**src/rtl/pattern_pkg.sv**
```systemverilog
// Shared definitions for the "101" pattern generator and its detector models:
// pattern length, FSM state encoding and the word build / detect / conflict helpers.
package pattern_pkg;

    localparam int PAT_LEN = 3;
    // Widest word the helpers handle; callers zero-extend into it and truncate back.
    localparam int MAX_W   = 64;

    typedef logic [MAX_W-1:0] vec_t;

    typedef enum logic [1:0] {
        IDLE,
        LOAD,
        SHIFT
    } state_t;

    // "101" at index i sets bits i and i+2; bit i+1 stays at the background 0.
    function automatic vec_t build_word(input vec_t mask);
        return mask | (mask << (PAT_LEN - 1));
    endfunction

    // detect[i] = w[i] & ~w[i+1] & w[i+2]; bits shifted in from above are 0.
    function automatic vec_t detect_101(input vec_t w);
        return w & ~(w >> 1) & (w >> 2);
    endfunction

    // Adjacent mask bits demand both a 1 and a 0 at the same word bit.
    function automatic logic has_conflict(input vec_t mask);
        return |(mask & (mask >> 1));
    endfunction

endpackage

```
**src/rtl/pattern_stream_generator_if.sv**
```systemverilog
// Request, result and serial-stream signals of the pattern stream generator.
// master = generator side, slave = requester / serial sink side.
interface pattern_stream_generator_if
    import pattern_pkg::*;
#(
    parameter int WIDTH = 16
);
    localparam int MASK_W = WIDTH - PAT_LEN + 1;

    logic              req_valid;
    logic              req_ready;
    logic [MASK_W-1:0] req_mask;
    logic [WIDTH-1:0]  word_out;
    logic              word_valid;
    logic              exact;
    logic              err_conflict;
    logic              ser_data;
    logic              ser_valid;
    logic              ser_ready;
    logic              ser_last;
    logic              busy;

    modport master (
        input  req_valid, req_mask, ser_ready,
        output req_ready, word_out, word_valid, exact, err_conflict,
               ser_data, ser_valid, ser_last, busy
    );

    modport slave (
        output req_valid, req_mask, ser_ready,
        input  req_ready, word_out, word_valid, exact, err_conflict,
               ser_data, ser_valid, ser_last, busy
    );

endinterface

```
**src/rtl/pattern_word_builder.sv**
```systemverilog
// Combinational word builder: mask -> data word, conflict flag and the match
// mask a "101" detector would report for that word.
module pattern_word_builder
    import pattern_pkg::*;
#(
    parameter int WIDTH = 16
) (
    input  logic [WIDTH-PAT_LEN:0] mask,
    output logic [WIDTH-1:0]       word,
    output logic                   conflict,
    output logic [WIDTH-PAT_LEN:0] detected
);

    // Build the word and re-detect it for the round-trip comparison.
    always_comb begin
        // NOTE: every output is assigned unconditionally, so no latch can be inferred.
        word     = WIDTH'(build_word(vec_t'(mask)));
        conflict = has_conflict(vec_t'(mask));
        detected = (WIDTH-PAT_LEN+1)'(detect_101(vec_t'(word)));
    end

endmodule

```
**src/rtl/pattern_stream_generator.sv**
```systemverilog
// Accepts a match-index mask, builds the "101" data word in one LOAD cycle,
// then serialises it bit by bit over a valid/ready stream.
module pattern_stream_generator
    import pattern_pkg::*;
#(
    parameter int WIDTH     = 16,
    parameter bit MSB_FIRST = 1'b0
) (
    input logic                        clk,
    input logic                        reset,
    pattern_stream_generator_if.master bus
);

    localparam int MASK_W = WIDTH - PAT_LEN + 1;
    localparam int CNT_W  = $clog2(WIDTH);
    localparam logic [CNT_W-1:0] CNT_LAST = CNT_W'(WIDTH - 1);

    state_t            state;
    logic [MASK_W-1:0] mask_q;
    logic [WIDTH-1:0]  word_q;
    logic [CNT_W-1:0]  cnt;
    logic              req_ready_q;
    logic              word_valid_q;
    logic              exact_q;
    logic              err_q;
    logic              ser_data_q;
    logic              ser_valid_q;
    logic              ser_last_q;
    logic              busy_q;

    logic [WIDTH-1:0]  built_word;
    logic              conflict;
    logic [MASK_W-1:0] detected;

    pattern_word_builder #(.WIDTH(WIDTH)) u_builder (
        .mask     (mask_q),
        .word     (built_word),
        .conflict (conflict),
        .detected (detected)
    );

    // Word bit sent at serial position c.
    function automatic logic [CNT_W-1:0] bit_idx(input logic [CNT_W-1:0] c);
        return MSB_FIRST ? CNT_LAST - c : c;
    endfunction

    // FSM, counter, shifter and all registered outputs.
    always_ff @(posedge clk or posedge reset) begin
        if (reset) begin
            state        <= IDLE;
            mask_q       <= '0;
            word_q       <= '0;
            cnt          <= '0;
            req_ready_q  <= 1'b0;
            word_valid_q <= 1'b0;
            exact_q      <= 1'b0;
            err_q        <= 1'b0;
            ser_data_q   <= 1'b0;
            ser_valid_q  <= 1'b0;
            ser_last_q   <= 1'b0;
            busy_q       <= 1'b0;
        end else begin
            // NOTE: non-blocking assignments throughout; a later assignment in the
            // same cycle overrides these pulse defaults.
            word_valid_q <= 1'b0;
            err_q        <= 1'b0;
            case (state)
                IDLE: begin
                    req_ready_q <= 1'b1;
                    if (bus.req_valid && req_ready_q) begin
                        mask_q      <= bus.req_mask;
                        req_ready_q <= 1'b0;
                        busy_q      <= 1'b1;
                        state       <= LOAD;
                    end
                end
                LOAD: begin
                    word_q       <= built_word;
                    word_valid_q <= 1'b1;
                    exact_q      <= !conflict && (detected == mask_q);
                    if (conflict) begin
                        err_q       <= 1'b1;
                        req_ready_q <= 1'b1;
                        busy_q      <= 1'b0;
                        state       <= IDLE;
                    end else begin
                        cnt         <= '0;
                        ser_valid_q <= 1'b1;
                        ser_data_q  <= built_word[bit_idx('0)];
                        ser_last_q  <= 1'b0;
                        state       <= SHIFT;
                    end
                end
                SHIFT: begin
                    if (ser_valid_q && bus.ser_ready) begin
                        if (cnt == CNT_LAST) begin
                            ser_valid_q <= 1'b0;
                            ser_data_q  <= 1'b0;
                            ser_last_q  <= 1'b0;
                            req_ready_q <= 1'b1;
                            busy_q      <= 1'b0;
                            state       <= IDLE;
                        end else begin
                            cnt        <= cnt + 1'b1;
                            ser_data_q <= word_q[bit_idx(cnt + 1'b1)];
                            ser_last_q <= ((cnt + 1'b1) == CNT_LAST);
                        end
                    end
                end
                default: state <= IDLE;
            endcase
        end
    end

    assign bus.req_ready    = req_ready_q;
    assign bus.word_out     = word_q;
    assign bus.word_valid   = word_valid_q;
    assign bus.exact        = exact_q;
    assign bus.err_conflict = err_q;
    assign bus.ser_data     = ser_data_q;
    assign bus.ser_valid    = ser_valid_q;
    assign bus.ser_last     = ser_last_q;
    assign bus.busy         = busy_q;

endmodule

```
**src/flat_wrapper.sv**
```systemverilog
// flat-port wrapper written by rule: the top's interface ports become plain ports
module pattern_stream_generator_flat import pattern_pkg::*;
#(
    parameter int WIDTH     = 16,
    parameter bit MSB_FIRST = 1'b0
)
  (clk, reset, bus_req_valid, bus_req_mask, bus_ser_ready, bus_req_ready, bus_word_out, bus_word_valid, bus_exact, bus_err_conflict, bus_ser_data, bus_ser_valid, bus_ser_last, bus_busy);
  pattern_stream_generator_if #(.WIDTH(WIDTH)) bus_i ();
  input logic clk;
  input logic reset;
  input wire logic [$bits(bus_i.req_valid)-1:0] bus_req_valid;
  input wire logic [$bits(bus_i.req_mask)-1:0] bus_req_mask;
  input wire logic [$bits(bus_i.ser_ready)-1:0] bus_ser_ready;
  output wire logic [$bits(bus_i.req_ready)-1:0] bus_req_ready;
  output wire logic [$bits(bus_i.word_out)-1:0] bus_word_out;
  output wire logic [$bits(bus_i.word_valid)-1:0] bus_word_valid;
  output wire logic [$bits(bus_i.exact)-1:0] bus_exact;
  output wire logic [$bits(bus_i.err_conflict)-1:0] bus_err_conflict;
  output wire logic [$bits(bus_i.ser_data)-1:0] bus_ser_data;
  output wire logic [$bits(bus_i.ser_valid)-1:0] bus_ser_valid;
  output wire logic [$bits(bus_i.ser_last)-1:0] bus_ser_last;
  output wire logic [$bits(bus_i.busy)-1:0] bus_busy;
  assign bus_i.req_valid = bus_req_valid;
  assign bus_i.req_mask = bus_req_mask;
  assign bus_i.ser_ready = bus_ser_ready;
  assign bus_req_ready = bus_i.req_ready;
  assign bus_word_out = bus_i.word_out;
  assign bus_word_valid = bus_i.word_valid;
  assign bus_exact = bus_i.exact;
  assign bus_err_conflict = bus_i.err_conflict;
  assign bus_ser_data = bus_i.ser_data;
  assign bus_ser_valid = bus_i.ser_valid;
  assign bus_ser_last = bus_i.ser_last;
  assign bus_busy = bus_i.busy;
  pattern_stream_generator #(.WIDTH(WIDTH), .MSB_FIRST(MSB_FIRST)) u_core (.clk(clk), .reset(reset), .bus(bus_i));
endmodule
```
**config.mk**
```make
export PLATFORM = sky130hd
export DESIGN_NAME = pattern_stream_generator_flat
export DESIGN_NICKNAME = d
export VERILOG_FILES = /design/src/rtl/pattern_pkg.sv /design/src/rtl/pattern_stream_generator_if.sv /design/src/rtl/pattern_word_builder.sv /design/src/rtl/pattern_stream_generator.sv /design/src/flat_wrapper.sv
export SDC_FILE = /design/constraint.sdc
export NUM_CORES = 1
export LEC_CHECK = 0
export ABC_CLOCK_PERIOD_IN_PS = 2100
export CORE_UTILIZATION = 40
export CTS_CLUSTER_DIAMETER = 200
export DETAILED_ROUTE_END_ITERATION = 6
export HOLD_SLACK_MARGIN = 0.02
export PLACE_DENSITY = 0.67
export RECOVER_POWER = 50
export SLEW_MARGIN = 20
export SYNTH_ARGS = -nofsm -noshare
export SYNTH_HDL_FRONTEND = slang
export SYNTH_HIERARCHICAL = 1
export SYNTH_SLANG_ARGS = --single-unit
```
**constraint.sdc**
```tcl
create_clock -name clk -period 2.1 [get_ports clk]
set_input_delay 0.21 -clock clk [delete_from_list [all_inputs] [get_ports clk]]
set_output_delay 0.21 -clock clk [all_outputs]
set_load 0.05 [all_outputs]
```
* After elaboration in Yosys (flattened, before gate mapping)
Index checks and enable logic that the tools add are counted.
** Storage, ports and cells
- Output and inout port bits :: 24
- Bits of input ports :: 18
- Word-level logic and storage cells :: 79
- Register bits after elaboration :: 44
** Operators by class
- Bitwise operators :: 5
- Magnitude comparators :: 1
- Eq/ne operators :: 11
- Mux-type cells :: 34
- Reduce and logical (&&, ||, !) cells :: 15
- Add/subtract/negate cells :: 1
** Operators by type and width (count)
- 64-bit OR reduction :: 1
- 14-bit bitwise AND :: 2
- 1-bit two-way mux :: 19
- 14-bit by 16-bit bitwise OR with 16-bit output :: 1
- 14-bit by 13-bit bitwise AND with 14-bit output :: 1
- 14-bit equality test :: 1
- 14-bit NOT :: 1
- 4-bit two-way mux :: 3
- 4-bit AND reduction :: 3
- 4-bit equality test (second input constant) :: 2
- 2-bit two-way mux :: 4
- 2-bit by 1-bit inequality test with 1-bit output (second input constant) :: 4
- 4-bit case mux with 2 select lines :: 1
- 1-bit case mux with 2 select lines :: 3
- 1-bit case mux with 3 select lines :: 2
- 2-bit case mux with 3 select lines :: 1
- 3-bit AND reduction :: 2
- 4-bit by 5-bit less-than comparator with 1-bit output (second input constant) :: 1
- 5-bit AND reduction :: 1
- 4-bit by 1-bit adder with 4-bit output (second input constant) :: 1
- 1-bit binary-select mux with 4-bit select :: 1
- 2-bit inequality test (second input constant) :: 2
- 1-bit logical AND :: 3
- 3-bit nonzero test :: 1
- other kinds (6) :: 6

* Logic depth before layout (Yosys ltp)
- Depth after elaboration :: 6
- Gate-level depth with buffers :: 9
- Depth with buffers taken out :: 9

* Cells and area by module
Netlist, hierarchy kept.
** By module, submodules not included
- pattern_stream_generator :: times used 1, sequential area each 1101.1 um^2, area an instance 2134.5 um^2, cells each 165
- pattern_word_builder :: times used 1, sequential area each 0.0 um^2, area an instance 251.5 um^2, cells each 47

* Worst setup path before layout
OpenSTA, ideal clock, no wires.
- Path kind :: reg-to-reg
- Start point :: register u_core.cnt[0]
- End point :: register u_core.ser_data_q, in the netlist u_core/bus.ser_data
- Setup time :: 119 ps
- Clock period less this slack :: 2087 ps
- Cell stages (with the launch flop) :: 8
- Setup slack :: 13 ps
- Arrival time :: 1968 ps
- Required time :: 1981 ps
- Buffers on the path :: 1
- Cell sequence :: dfrtp_1 > buf_6 > inv_1 > ha_1 > mux4_1 > mux4_2 > nand3_1 > nand2_1
** Between the ends
- Cells in the longest elaborated chain, start to end :: 6
- Elaborated cells on any way between the ends :: 7
- Those cells by class :: 1 x add/sub; 1 x eq/ne; 5 x mux
** RTL lines
- from (decl) :: RTL line pattern_stream_generator.sv:21 : logic [CNT_W-1:0] cnt;
- from (signal assigned) :: RTL line pattern_stream_generator.sv:104 : cnt <= cnt + 1'b1;
- 4-bit by 1-bit adder with 4-bit output :: RTL line pattern_stream_generator.sv:105 : ser_data_q <= word_q[bit_idx(cnt + 1'b1)];
- 1-bit binary-select mux with 4-bit select :: RTL line pattern_stream_generator.sv:105
- 1-bit two-way mux (implied by the code) :: RTL line pattern_stream_generator.sv:105
- 1-bit two-way mux * :: RTL line pattern_stream_generator.sv:96 : if (cnt == CNT_LAST) begin
- 1-bit two-way mux * :: RTL line pattern_stream_generator.sv:95 : if (ser_valid_q && bus.ser_ready) begin
- 1-bit case mux with 2 select lines * :: RTL line pattern_stream_generator.sv:67 : case (state)
- to (signal assigned) :: RTL line pattern_stream_generator.sv:89 : ser_data_q <= built_word[bit_idx('0)];
- to (signal assigned) :: RTL line pattern_stream_generator.sv:105
- to (decl) :: RTL line pattern_stream_generator.sv:26 : logic ser_data_q;
Mark *: on every way between the ends. The rest lies on a longest branch, timed or not. The select of a mux whose other input is x is not followed.
A chain may end at the register's enable or synchronous reset.

* Worst setup path in the final report
- Start point :: register u_core.cnt[1]
- End point :: register u_core.ser_data_q, in the netlist u_core/bus.ser_data
The elaborated chain is that of the path after synthesis.

==> metrics <==
layout cells sized above 1=25.5%; GRT Util Overall=17.2%; Synth Warn #=6; largest net degree at the start of global routing=45; GRT overflow=0; RSZ-0062 raised after global routing=false; Nets=294; area leader, netlist=dfrtp_1; Worst-Margin Slew=1060 ps; die width=79.2 um; crit end category=flop; CORE AREA=0.00564 mm2; Final GP Congestion=0.869; Yosys top cell area share=46.1%; antenna viol nets, final=0; IO Port Bufs=41; global-route wire length before repair=8.38 mm; Slowest Stage Delay on Critical Path=550 ps; row cnt=27; Post-Route WL=4.92 mm; CTS root buf=clkbuf_8; hold path start=u_core/bus.ser_last$_DFFE_PP0P_; synth unique cells=41; status=finished, final reports clean; delay-heaviest family, CP=multiplexers; I/O pin cnt=42; #FFs+latches synth=44; synthesis-to-finish area growth=30.0%; First-pass DRT Iterations=6; reg-to-reg critical path startpoint=u_core/cnt[1]$_DFFE_PP0P_; max-slew violations=0; Die Ht=79.2 um; final setup TNS=0 ps; post-placement cell area=0.00294 mm2; via count=1773; hold-fix buffers at CTS=0; CTS buffer count=5; Critical Path RT=2290 ps; Setup violations, final=0; CTS tree=built; slowest stage cell, crit path=mux4_1; Pwr Total=5.15 mW; clk buf depth=2; Critical Path AT=2230 ps; final instance area=0.00310 mm2; hpwl dp=3.60 mm; Crit path buffers/inverters=0; Max Cap Violations=0; initial antenna violation count=0; Clock Skew=8.33 ps; vias per cell=5.17; die footprint=0.00628 mm2; number of global-route vias before repair=1778; clk_lat worst skew=290 ps; clk slew on worst S/H paths=90 ps; worst rel slew slack=29.5%; crit-path cells=ha_1 > mux4_1 > mux4_2 > nand3_1 > nand2_1; Hold Vio Cnt, Final=0; CP Max Fanout=5; DRC viols=0; Worst setup startpoint=u_core/cnt[1]$_DFFE_PP0P_; Worst Setup Path Type=flop to flop; ranking of synthesized cells by area=dfrtp_1 46%, mux2_2 14%, mux4_1 4.4%; post-DR wirelength/cell=14.3 um; Period minus WS final=2040 ps; LEAKAGE=1.30 nW; CTS sink count=44; FMAX=491 MHz; DRT iter0 DRCs=58; pwr/cell area=1660 mW/mm2; fin crit share=97.0%; syn nets=236; H-tree Lvls=2; Worst Setup Start Kind=flop; Post-Syn Area=0.00239 mm2; Starting Density=42.3%; Worst Hold Class=flop to flop; Post-Syn Instances=212; fin util=55.0%; post-synthesis sequential area ratio=46.1%; ant diodes=0; average cell area after synthesis=11.3 um2; peak supply drop=0.000580 V
sequential cells by signal (all words and copies together) (netlist names):
name	flops
u_core/bus.word_out	16
u_core/bus.exact	1
u_core/cnt	4
u_core/bus.req_ready	1
u_core/state	2
u_core/bus.busy	1
u_core/bus.ser_valid	1
u_core/bus.ser_last	1
u_core/mask_q	14
u_core/bus.err_conflict	1
u_core/bus.ser_data	1
u_core/bus.word_valid	1
final timing paths:
path	slack [ps]	depth (start not counted)	to
worst min-delay path	480	2	u_core/bus.ser_last$_DFFE_PP0P_
max in group asynchronous	690	3	u_core/mask_q[4]$_DFFE_PP0P_
worst max register to register	60	5	u_core/bus.ser_data$_DFFE_PP0P_
min in group asynchronous	690	3	u_core/cnt[2]$_DFFE_PP0P_
worst min register to register	480	2	u_core/bus.ser_last$_DFFE_PP0P_
worst max-delay path	60	5	u_core/bus.ser_data$_DFFE_PP0P_
timing repair:
action | CTS | global route
setup endpoints to repair | 0 | 5
resized for setup | 0 | 6
buffers inserted | 0 | 4
report_power, final:
part           internal, mW  switching, mW
logic                  1.34           1.58
registers              1.19          0.326
clock network         0.420          0.287
total                  2.96           2.19
cell usage after synthesis (all sizes together):
cell / number
a211o: 1
a21boi: 1
a21oi: 3
a22o: 2
a31oi: 2
a32o: 1
a41o: 1
and2: 1
and2b: 1
and3: 4
buf: 9
clkbuf: 1
dfrtp: 44
ha: 6
inv: 14
mux2: 30
mux4: 5
nand2: 12
nand2b: 2
nand3: 6
nand4: 4
nor2: 13
nor2b: 4
nor3: 5
nor3b: 2
nor4: 1
o211ai: 1
o21ai: 12
o311a: 1
o31ai: 1
o32ai: 1
or2: 5
xnor2: 10
xor2: 6
layout by cell type, fill, tap and decap left out, drive strengths merged, types with 3 or more instances in the layout:
cell           count
clkbuf            10
xor2               6
nor2              13
nor2b              4
and3               4
xnor2             10
dfrtp             44
mux4               5
nand4              4
or2                5
a21oi              3
mux2              30
clkdlybuf4s50     40
nand3              6
ha                 6
nand2             12
inv               14
o21ai             12
buf               17
nor3               5
kinds of logic (layout without fill, tap and decap cells):
group / count (synthesis) / after routing / synth area share [%]
AND/OR/NAND/NOR: 60 / 60 / 13.0
flip-flops: 44 / 44 / 46.1
multiplexers: 35 / 35 / 19.5
AO/OA/AOI/OAI: 27 / 27 / 7.50
buffers and inverters: 24 / 83 / 4.88
XOR/XNOR: 16 / 16 / 5.87
adder cells (fa/ha/maj): 6 / 6 / 3.15
metrics by stage:
step,hold slack (ps),std cells,setup WS (ps)
after global placement,460,331,118
after global routing,522,343,3.72
after CTS,377,339,6.27
after floorplan,361,212,13.1
final,483,343,63.8
after detailed placement,472,331,43.5
worst register-to-register path: stages (launching register included):
cell and delay (ps):
dfrtp_1 440, ha_1 320, mux4_1 550, mux4_2 480, nand3_1 90, nand2_1 50
routing by layer:
metal  wire (um)  up-vias  global-route usage, %
met3         184        8                   3.33
met2        2460       42                   29.7
met1        2200      867                   21.6
li1            -      856                      -
met5           0        -                      0
met4          67        0                   5.45
layout make-up:
type                    instances  area (um2)
repair buffers                 61         551
inverters                      14        52.6
multi-input cells             144        1180
fillers                       486        2540
clock inverters                 1        30.0
flip-flops and latches         44        1100
clock buffers                   7        96.3
well taps                      72        90.1
(Power assumes the default switching activity.)
